## config.mk

```make
export PLATFORM = sky130hd
export DESIGN_NAME = vv_add_elem_seq
export DESIGN_NICKNAME = d
export VERILOG_FILES = /design/src/rtl/vv_add_elem_seq.sv
export SDC_FILE = /design/constraint.sdc
export NUM_CORES = 1
export LEC_CHECK = 0
export ABC_AREA = 1
export BUFFER_PORTS_ARGS = -buffer_cell sky130_fd_sc_hd__buf_2
export CAP_MARGIN = 20
export CORE_ASPECT_RATIO = 1.2
export CORE_MARGIN = 2
export CORE_UTILIZATION = 25
export DETAILED_ROUTE_END_ITERATION = 6
export PLACE_DENSITY_LB_ADDON = 0.05
export SKIP_LAST_GASP = 1
export SLEW_MARGIN = 10
export SYNTH_ARGS = -nofsm -noshare
export SYNTH_HDL_FRONTEND = slang
export SYNTH_SLANG_ARGS = --single-unit
```

## constraint.sdc

```tcl
create_clock -name clk -period 2.1 [get_ports clk]
set_clock_uncertainty 0.05 [all_clocks]
set_input_delay 0.525 -clock clk [delete_from_list [all_inputs] [get_ports clk]]
set_output_delay 0.525 -clock clk [all_outputs]
set_load 0.005 [all_outputs]
```

## src/rtl/vv_add_elem_seq.sv

```systemverilog
// Element sequencer and adder stage for the vv_add engine: takes a vector length,
// adds (a, b) pairs from a valid/ready stream and emits registered sums with index/last flags.
module vv_add_elem_seq #(
    parameter int DATA_W = 32,
    parameter int IDX_W  = 7
) (
    input  logic                    clk,
    input  logic                    rst,
    input  logic                    cfg_valid,
    output logic                    cfg_ready,
    input  logic [IDX_W-1:0]        cfg_last_idx,
    input  logic                    in_valid,
    output logic                    in_ready,
    input  logic [DATA_W-1:0]       in_a,
    input  logic [DATA_W-1:0]       in_b,
    output logic                    out_valid,
    input  logic                    out_ready,
    output logic [DATA_W-1:0]       out_data,
    output logic [IDX_W-1:0]        out_idx,
    output logic                    out_last,
    output logic                    out_carry,
    output logic [(2**IDX_W)-1:0]   done_mask,
    output logic                    busy,
    output logic                    done
);

    localparam int NUM_ELEM = 2 ** IDX_W;
    localparam logic [IDX_W-1:0] IDX_ONE = IDX_W'(1);

    typedef enum logic [1:0] {
        ST_IDLE  = 2'd0,
        ST_RUN   = 2'd1,
        ST_DRAIN = 2'd2,
        ST_DONE  = 2'd3
    } state_t;

    state_t                state_r;
    logic [IDX_W-1:0]      idx_r;
    logic [IDX_W-1:0]      last_idx_r;
    logic                  out_valid_r;
    logic [DATA_W-1:0]     out_data_r;
    logic [IDX_W-1:0]      out_idx_r;
    logic                  out_last_r;
    logic                  out_carry_r;
    logic [NUM_ELEM-1:0]   done_mask_r;
    logic                  busy_r;
    logic                  done_r;

    logic                  in_ready_s;
    logic                  accept_s;
    logic                  out_hs_s;
    logic                  last_hit_s;
    logic [DATA_W:0]       sum_s;
    logic [NUM_ELEM-1:0]   idx_onehot_s;

    // One-hot decode of the current element index, used to accumulate the completion mask.
    function automatic logic [NUM_ELEM-1:0] idx_decode(input logic [IDX_W-1:0] idx);
        return {{(NUM_ELEM-1){1'b0}}, 1'b1} << idx;
    endfunction

    // The single output register frees up either when empty or when it is being drained this cycle.
    assign in_ready_s   = (state_r == ST_RUN) && (!out_valid_r || out_ready);
    assign accept_s     = in_valid && in_ready_s;
    assign out_hs_s     = out_valid_r && out_ready;
    assign last_hit_s   = (idx_r == last_idx_r);
    assign sum_s        = {1'b0, in_a} + {1'b0, in_b};
    assign idx_onehot_s = idx_decode(idx_r);

    assign cfg_ready = (state_r == ST_IDLE);
    assign in_ready  = in_ready_s;
    assign out_valid = out_valid_r;
    assign out_data  = out_data_r;
    assign out_idx   = out_idx_r;
    assign out_last  = out_last_r;
    assign out_carry = out_carry_r;
    assign done_mask = done_mask_r;
    assign busy      = busy_r;
    assign done      = done_r;

    // Sequencer FSM, output register and completion mask.
    always_ff @(posedge clk) begin
        if (rst) begin
            state_r     <= ST_IDLE;
            idx_r       <= {IDX_W{1'b0}};
            last_idx_r  <= {IDX_W{1'b0}};
            out_valid_r <= 1'b0;
            out_data_r  <= {DATA_W{1'b0}};
            out_idx_r   <= {IDX_W{1'b0}};
            out_last_r  <= 1'b0;
            out_carry_r <= 1'b0;
            done_mask_r <= {NUM_ELEM{1'b0}};
            busy_r      <= 1'b0;
            done_r      <= 1'b0;
        end else begin
            done_r <= 1'b0;

            // A new accept reloads the register even when the old result leaves this cycle.
            if (accept_s) begin
                out_valid_r <= 1'b1;
                out_data_r  <= sum_s[DATA_W-1:0];
                out_carry_r <= sum_s[DATA_W];
                out_idx_r   <= idx_r;
                out_last_r  <= last_hit_s;
            end else if (out_hs_s) begin
                out_valid_r <= 1'b0;
            end else begin
                out_valid_r <= out_valid_r;
            end

            case (state_r)
                ST_IDLE: begin
                    if (cfg_valid) begin
                        last_idx_r  <= cfg_last_idx;
                        idx_r       <= {IDX_W{1'b0}};
                        done_mask_r <= {NUM_ELEM{1'b0}};
                        busy_r      <= 1'b1;
                        state_r     <= ST_RUN;
                    end else begin
                        state_r     <= ST_IDLE;
                    end
                end
                ST_RUN: begin
                    if (accept_s) begin
                        done_mask_r <= done_mask_r | idx_onehot_s;
                        if (last_hit_s) begin
                            state_r <= ST_DRAIN;
                        end else begin
                            idx_r   <= idx_r + IDX_ONE;
                        end
                    end else begin
                        state_r <= ST_RUN;
                    end
                end
                ST_DRAIN: begin
                    if (out_hs_s) begin
                        done_r  <= 1'b1;
                        state_r <= ST_DONE;
                    end else begin
                        state_r <= ST_DRAIN;
                    end
                end
                ST_DONE: begin
                    busy_r  <= 1'b0;
                    state_r <= ST_IDLE;
                end
                default: begin
                    busy_r  <= 1'b0;
                    state_r <= ST_IDLE;
                end
            endcase
        end
    end

endmodule

```

* Yosys cells after proc, flatten, opt, wreduce, memory -nomap -nowiden
Index checks and enable logic that the tools add are counted.
** Operators by class
- Add/subtract/negate cells :: 2
- Equal/unequal tests :: 8
- Shift-type cells :: 1
- Multiplexer cells :: 17
- Bitwise logic cells :: 2
- Reduce and logical (&&, ||, !) cells :: 14
** Operators by type and width (number)
- two-way mux 128 bit :: 2
- case mux 128 bit (2 select lines) :: 1
- bitwise OR 128 bit :: 1
- << shifter 1 x 7 -> 128 bit (first input constant) :: 1
- adder 32 x 32 -> 33 bit :: 1
- two-way mux 7 bit :: 3
- case mux 7 bit (2 select lines) :: 1
- case mux 2 bit (4 select lines) :: 1
- adder 7 x 1 -> 7 bit (second input constant) :: 1
- == test 7 bit :: 1
- two-way mux 1 bit :: 6
- inequality test 2 bit (second input constant) :: 3
- nonzero test 2 bit :: 3
- == test 2 bit (second input constant) :: 2
- two-way mux 2 bit :: 2
- AND reduction 2 bit :: 2
- AND reduction 4 bit :: 1
- logical AND 1 bit :: 3
- inequality test 3 bit (second input constant) :: 1
- AND reduction 3 bit :: 1
- == test 2 x 1 -> 1 bit (second input constant) :: 1
- logical NOT 2 bit :: 1
- case mux 1 bit (2 select lines) :: 1
- OR reduction 2 bit :: 1
- other kinds (3) :: 3
** Storage, ports and cells
- Register bits :: 188
- Input port bits :: 76
- Output and inout port bits :: 174
- Word-level logic and storage cells :: 55

* Logic depth before layout (Yosys ltp)
Gate-level depths: netlist of the first run.
- Depth in word-level cells :: 6
- Depth in mapped cells :: 14
- Depth with buffers taken out :: 14

* Worst setup path after synthesis of the first run
No wires, ideal clock.
- Kind :: input to register
- Start point :: in in_a[0]
- End point :: reg out_data_r[30], in the netlist out_data[30]
- Library setup time :: 109 ps
- Arrival time :: 1944 ps
- Required time :: 1941 ps
- Slack :: -3 ps
- Stages :: 14
- Buffers on the path :: 0
- Cell sequence :: ha_1 > fa_1 > nand3_1 > nand3_1 > nand2_1 > nand2_1 > nand2_1 > nand2_1 > nand2_1 > nand2_1 > nand2_1 > nand3_1 > nand2_1 > inv_1
** Between the ends
- Longest elaborated chain between the ends :: 1
** RTL lines
- start, declared :: RTL line 14 : input logic [DATA_W-1:0] in_a,
- adder 32 x 32 -> 33 bit :: RTL line 66 : assign sum_s = {1'b0, in_a} + {1'b0, in_b};
- end signal, assigned :: RTL line 87 : out_data_r <= {DATA_W{1'b0}};
- end signal, assigned :: RTL line 100 : out_data_r <= sum_s[DATA_W-1:0];
- end, declared :: RTL line 41 : logic [DATA_W-1:0] out_data_r;
No other way between the ends.
A chain may end at the register's enable or synchronous reset.

* Final worst setup path of the first run
- Start point :: reg state_r[0]
- End point :: reg done_mask_r[8], in the netlist done_mask[8]
** Between the ends
- Longest elaborated chain between the ends :: 5
- Elaborated cells between the ends (all ways) :: 9
- Classes of those cells :: eq/ne (3); mux (1); reduce/logical (5)
** RTL lines
- start, declared :: RTL line 37 : state_t state_r;
- start signal, assigned :: RTL line 83 : state_r <= ST_IDLE;
- start signal, assigned :: RTL line 117 : state_r <= ST_RUN;
- start signal, assigned :: RTL line 119 : state_r <= ST_IDLE;
- == test 2 x 1 -> 1 bit :: RTL line 62, 110
- logical AND 1 bit :: RTL line 62 : assign in_ready_s = (state_r == ST_RUN) && (!out_valid_r || out_ready);
- logical AND 1 bit :: RTL line 63 : assign accept_s = in_valid && in_ready_s;
- inequality test 2 bit (no line)
- AND reduction 3 bit (no line)
- end signal, assigned :: RTL line 91 : done_mask_r <= {NUM_ELEM{1'b0}};
- end signal, assigned :: RTL line 115 : done_mask_r <= {NUM_ELEM{1'b0}};
- end signal, assigned :: RTL line 124 : done_mask_r <= done_mask_r | idx_onehot_s;
- end, declared :: RTL line 45 : logic [NUM_ELEM-1:0] done_mask_r;
Several ways; a longest one is shown, not always the timed one.

==> results of run 1 <==
==> metrics by stage <==
stage | setup WS (ns) | hold WS (ns) | std cells
floorplan | 0.05707 | 0.4052 | 1326
global placement | -0.2818 | 0.3935 | 2088
detailed placement | -0.2738 | 0.3979 | 2088
CTS | -0.06691 | 0.2736 | 2120
global route | -0.3101 | 0.3096 | 2120
finish | -0.07449 | 0.2932 | 2120
==> worst max path at each step <==
stage	start	endpoint	depth (start not counted)
after global routing	state_r[0]	done_mask[8]	10
after floorplan	in_a[0]	out_data[30]	14
after detailed placement	in_a[0]	out_data[30]	15
after CTS	state_r[0]	done_mask[124]	10
after global placement	in_a[0]	out_data[30]	15
final	state_r[0]	done_mask[8]	10
==> metal layers <==
metal,global-route usage (%),vias up,part of all wire [%]
met3,3.511,28,4.4
met2,31.20,195,50
met1,21.27,4128,43
met5,0,-,0
met4,4.973,0,2.0
li1,-,4805,-
==> registers in the layout (all words and copies together) (netlist names), named ones only <==
register	flops
out_last	1
done	1
state_r	1
out_idx	7
last_idx_r	7
out_carry	1
idx_r	7
done_mask	128
busy	1
out_data	32
out_valid	1
==> Yosys cell counts <==
cell        n
nor2_1    238
and2_1      2
o21bai_1   14
nand3b_1    2
nor2_4      2
fa_1        1
buf_2      20
a31oi_1     2
xor2_1     20
a21o_1      1
nand2_4     2
clkbuf_1   18
clkinv_1    1
nand3_1    55
buf_1       1
buf_6      12
ha_1       38
a21oi_1   167
o21ai_1     1
xnor2_1     6
nor3_1     38
inv_1     159
nand2_2     3
nand4_1     3
dfxtp_1   188
inv_2       4
o211ai_1    2
nand2_1   271
o21ai_0    34
nor2_8      2
buf_4       3
o21a_1     16
==> kinds of logic after synthesis <==
family | after synthesis | synth area share [%]
adders and majority gates | 39 | 5.369
DFF | 188 | 40.78
xor gates and xnor gates | 26 | 2.467
AOI/OAI and AO/OA | 237 | 13.77
and+or+nand+nor | 618 | 27.37
buffers and inverters | 218 | 10.24
==> repair_timing <==
action,in CTS,in global routing
setup buffers,0,0
endpoints found under the setup margin,126,126
resized for setup,0,0
pin swaps,0,0
endpoints found under the hold margin,0,0
==> area by class of cell <==
cell class	instances	area [sq um]
well taps	474	593.1
flip-flops and latches	188	3764
inverters	164	615.6
clock inverters	15	158.9
fillers	4127	24520
clock buffers	17	425.4
multi-input cells	920	4531
repair buffers	342	2007
==> cells in the final DEF, fill, tap and decap left out <==
cell type / n
nand2_1: 270
buf_2: 249
nor2_1: 238
dfxtp_1: 188
a21oi_1: 167
inv_1: 159
buf_4: 88
nand3_1: 55
nor3_1: 38
ha_1: 38
o21ai_0: 34
xor2_1: 20
clkbuf_16: 17
o21a_1: 16
o21bai_1: 14
xnor2_1: 6
clkinv_4: 5
inv_8: 5
buf_12: 5
inv_2: 4
nand2_4: 3
nand2_2: 3
nand4_1: 3
nor2_4: 2
nor2_8: 2
a31oi_1: 2
nand3b_1: 2
and2_1: 2
o211ai_1: 2
clkinvlp_4: 2
clkinv_1: 1
o21ai_1: 1
a21o_1: 1
fa_2: 1
inv_6: 1
clkinv_2: 1
bufinv_16: 1
==> power by group <==
part / switching [mW] / internal [mW] / leakage [nW]
Sequential: 0.0718 / 3.67 / 1.52
Clock: 1.63 / 1.69 / 0.283
Combinational: 0.987 / 0.643 / 4.43
Total: 2.69 / 6.00 / 6.23
==> worst max-delay path, cell delays in order, from the launching register on <==
cell	delay, ns
dfxtp_1	0.38
inv_2	0.06
nor2_4	0.11
inv_2	0.07
nor2_4	0.11
nand2_4	0.07
nand2_4	0.07
inv_2	0.08
nor2_8	0.75
a21oi_1	0.16
nor2_1	0.12
==> summary.md, run 1 <==
| Metric | Value |
|---|---|
| Worst-path clk slew | `0.07 ns` |
| Largest net degree at the start of global routing | `64` |
| Setup tns final | `-2.739 ns` |
| Clock root cell | `clkbuf_16` |
| PwrDens | `718.4 nW/um^2` |
| Outcome | `finished with violations` |
| # Max-Cap Violations | `0` |
| Hold Crit Class | `primary input to register` |
| Leak Pwr | `6.232 nW` |
| Pwr Total | `8.688 mW` |
| Worst R2R Path Depth | `10` |
| Die X | `179.4 um` |
| RSZ-0062 raised after global routing | `true` |
| Post-DP Area | `11510 sq um` |
| Count of final setup violators | `88` |
| FF-to-FF End | `done_mask[8]` |
| Post-synthesis instance total | `1326` |
| Iter 0 DRT Violations | `395` |
| CTS sink count | `188` |
| Synth unique cells | `32` |
| Layout cell share with drive strength beyond 1 | `23.63%` |
| Relative slew slack | `28.53%` |
| NumNets Final | `1748` |
| Rows | `77` |
| Max Buffers Root-to-Sink | `2` |
| Core box area | `36610 sq um` |
| Fin area | `12090 sq um` |
| Initial Utilization | `25.21%` |
| Total number of vias | `9156` |
| First-pass GRT wire length | `51.52 mm` |
| Worst-case vdd ir drop | `544.0 uV` |
| Reg2reg start | `state_r[0]` |
| Syn Area/Cell | `6.960 sq um` |
| CP arrival | `2.51 ns` |
| Synth Cell Area | `9229 sq um` |
| Critical path fanouts, max | `63` |
| RePlAce Congestion | `0.8012` |
| TritonCTS clock tree | `yes` |
| Crit path kind | `register to register` |
| Mapped Nets | `1441` |
| Fin. max-slew vios | `0` |
| Final worst path period share | `103.5%` |
| Synth warn | `0` |
| Synthesis-to-finish area growth | `31.05%` |
| # DRC | `0` |
| Fmax | `459.9 MHz` |
| Number of vias per cell | `4.319` |
| Final WL | `33.44 mm` |
| Number of global-route vias before repair | `8999` |
| Initial antenna violation count | `0` |
| Share of the synthesized area in the top cell type | `40.78%` |
| Min Tclk post-route | `2.174 ns` |
| Die Ht | `214.5 um` |
| Hold_sp | `cfg_last_idx[5]` |
| GRT Util Overall | `17.61%` |
| Total CTS buffers | `17` |
| Depth of the CTS H-tree | `4` |
| Required time worst endpoint | `2.43 ns` |
| Hold depth | `3` |
| WHS Endpoint | `last_idx_r[5]` |
| #FFs+latches synth | `188` |
| Worst setup margin | `-0.07449 ns` |
| Startpoint types | `register` |
| Gr ovfl total | `0` |
| Failing checks | `negative setup slack` |
| Hpwl dp | `25.90 mm` |
| Final ANT Viol Nets | `0` |
| Drt first pass iters | `4` |
| Ranking of synthesized cells by area | `dfxtp_1 41%, nand2_1 11%, nor2_1 9.7%` |
| Yosys top cell by area | `dfxtp_1` |
| Endpoints failing hold | `0` |
| R2R Setup Slk | `-0.07 ns` |
| Least-Margin Pin Slew | `1.072 ns` |
| Crit path capture type | `register` |
| Die Area | `38470 sq um` |
| Sequential element share of the synthesized area | `40.78%` |
| IO Port Bufs | `249` |
| Final core area utilization | `33.03%` |
| Worst-skew pair later-pin latency | `0.45 ns` |
| DR WL/cell | `15.77 um` |
| Post-CTS Hold Fix Bufs | `0` |
| Num ports | `250` |
| Antenna diodes | `0` |
(Power assumes the default switching activity.)
==> inputs of run 2 (changes only) <==
- CELL_PAD_IN_SITES_DETAIL_PLACEMENT: default -> 1
- CELL_PAD_IN_SITES_GLOBAL_PLACEMENT: default -> 1
- clock period: 2.1 -> 2 ns (I/O delays scaled with it)
==> summary.md, run 2 (same netlist as run 1, synthesis figures left out) <==
| Metric | Value |
|---|---|
| Die Ht | `214.5 um` |
| Critical Path Source | `state_r[0]` |
| Most frequent cells in the layout | `267 x nand2_1, 249 x buf_2, 237 x nor2_1` |
| Reg2reg start | `state_r[0]` |
| # Max-Cap Violations | `0` |
| Crit path capture type | `register` |
| NumNets Final | `1767` |
| Final WL | `35.79 mm` |
| Slowest-stage cell, CP | `nor2_4` |
| Total number of vias | `9494` |
| Initial Utilization | `25.21%` |
| Pwr Total | `9.436 mW` |
| RePlAce Congestion | `0.7865` |
| Initial antenna violation count | `0` |
| Number of vias per cell | `4.439` |
| Number of global-route vias before repair | `9704` |
| Num ports | `250` |
| Largest net degree at the start of global routing | `64` |
| Fin. max-slew vios | `0` |
| Worst-skew pair later-pin latency | `0.44 ns` |
| Int Pwr | `6.593 mW` |
| Crit-path cells | `inv_2 > nor2_4 > inv_2 > nor2_4 > nand2_4 > nand2_4 > inv_2 > nor2_4 > a21oi_1 > nor2_1` |
| PwrDens | `764.6 nW/um^2` |
| TritonCTS clock tree | `yes` |
| Fmax | `465.2 MHz` |
| Worst setup margin | `-0.1495 ns` |
| Worst-case vdd ir drop | `567.7 uV` |
| Worst R2R Path Depth | `10` |
| Min Tclk post-route | `2.149 ns` |
| FF-to-FF End | `done_mask[58]` |
| Outcome | `finished with violations` |
| Clock root cell | `clkbuf_16` |
| Antenna diodes | `0` |
| Least-Margin Pin Slew | `0.9805 ns` |
| RSZ-0062 raised after global routing | `true` |
| Max reg flops | `128` |
| Post-CTS Setup Inserts | `0` |
| Clock share of power | `39.3%` |
| Rows | `77` |
| Post-CTS Hold Fix Bufs | `0` |
| Drt first pass iters | `4` |
| Comb power frac | `19.1%` |
| Die Area | `38470 sq um` |
| Relative slew slack | `34.48%` |
| CTS sink count | `188` |
| Setup tns final | `-6.585 ns` |
| R2R Setup Slk | `-0.15 ns` |
| GRT Util Overall | `18.39%` |
| CP max stage delay | `0.77 ns` |
| CP arrival | `2.48 ns` |
| Leak Pwr | `6.357 nW` |
| Startpoint types | `register` |
| Final ANT Viol Nets | `0` |
| Net Sw Power | `2.843 mW` |
| Filler cells | `4658` |
| Endpoints failing hold | `0` |
| Net Sw Frac | `30.13%` |
| Iter 0 DRT Violations | `329` |
| Max Buffers Root-to-Sink | `2` |
| Total CTS buffers | `17` |
| Failing checks | `negative setup slack` |
| Most common cell after layout, fill and taps aside | `nand2_1` |
| Gr ovfl total | `0` |
| Required time worst endpoint | `2.33 ns` |
| Crit path kind | `register to register` |
| IO Port Bufs | `249` |
| Critical path fanouts, max | `31` |
| Hold depth | `3` |
| Worst-path clk slew | `0.08 ns` |
| # DRC | `0` |
| Post-place setup slack | `-0.3221 ns` |
| Hold_sp | `cfg_last_idx[4]` |
| Die X | `179.4 um` |
| Core box area | `36610 sq um` |
| Seq pwr share | `41.6%` |
| Count of final setup violators | `62` |
| Final worst path period share | `107.5%` |
| Synthesis-to-finish area growth | `33.73%` |
| Layout cell share with drive strength beyond 1 | `24.80%` |
| Depth of the CTS H-tree | `4` |
| WHS Endpoint | `last_idx_r[4]` |
| Hpwl dp | `27.52 mm` |
| First-pass GRT wire length | `54.36 mm` |
| DR WL/cell | `16.73 um` |
| Hold Crit Class | `primary input to register` |
[run 2: cell count changes in the layout (fill, tap and decap cells not counted), sizes merged]
cell,previous run,this run
clkinv,7,5
nor2,242,244
buf,342,359
bufinv,1,3
[run 2: per-stage QoR]
stage / hold WS, ns / instances / utilization (%) / instance area [sq um]
2_1_floorplan: 0.4052 / 1326 / - / 9236
3_3_place_gp: 0.3928 / 2105 / 31.90 / 11680
3_5_place_dp: 0.4004 / 2105 / 31.90 / 11680
4_1_cts: 0.2322 / 2137 / 33.62 / 12310
5_1_grt: 0.2734 / 2139 / 33.71 / 12340
6_report: 0.2516 / 2139 / 33.71 / 12340
[run 2: what timing repair did]
item | 4_1_cts | 5_1_grt
gates cloned | 0 | 2
pin swaps | 0 | 4
resized for setup | 0 | 4
endpoints found under the setup margin | 126 | 143
endpoints found under the hold margin | 0 | 0
[run 2: routing by layer]
| layer | up-vias | track usage, % | wire length, um | share of wire (%) |
|---|---|---|---|---|
| met5 | - | 0 | 0 | 0 |
| met4 | 0 | 4.704 | 585 | 1.6 |
| met3 | 29 | 3.014 | 1439 | 4.0 |
| met2 | 185 | 33.77 | 18730 | 52 |
| met1 | 4441 | 21.81 | 15030 | 42 |
| li1 | 4839 | - | - | - |
[run 2: layout make-up]
type                       instances  area [sq um]  area share (%)
multi-input combinational        922          4568           37.01
inverter                         164         615.6           4.988
tap                              474         593.1           4.805
clock inverter                    15         203.9           1.652
clock buffer                      17         425.4           3.447
timing repair buffer             359          2172           17.60
sequential                       188          3764           30.49
[run 2: power groups by stage]
stage	Clock (mW)	Combinational, mW	Sequential (mW)
2_1_floorplan	0	1.01	4.00
3_3_place_gp	0	1.81	4.01
3_5_place_dp	0	1.82	4.01
4_1_cts	3.84	1.82	3.93
5_1_grt	3.99	2.04	3.94
6_report	3.71	1.80	3.92
[run 2: worst max path at each step]
| stage | endpoint | slack (ns) |
|---|---|---|
| after floorplan | out_data[30] | 0.02 |
| after global placement | out_data[30] | -0.31 |
| after detailed placement | out_data[22] | -0.32 |
| after CTS | done_mask[102] | -0.16 |
| after global routing | done_mask[63] | -0.29 |
| final | done_mask[58] | -0.15 |
[run 2: critical path, delay by kind of cell (launching register included)]
kind / cells / cell delay (ns)
flops: 1 / 0.38
buf+inv: 3 / 0.25
simple gates: 6 / 1.24
compound gates: 1 / 0.15
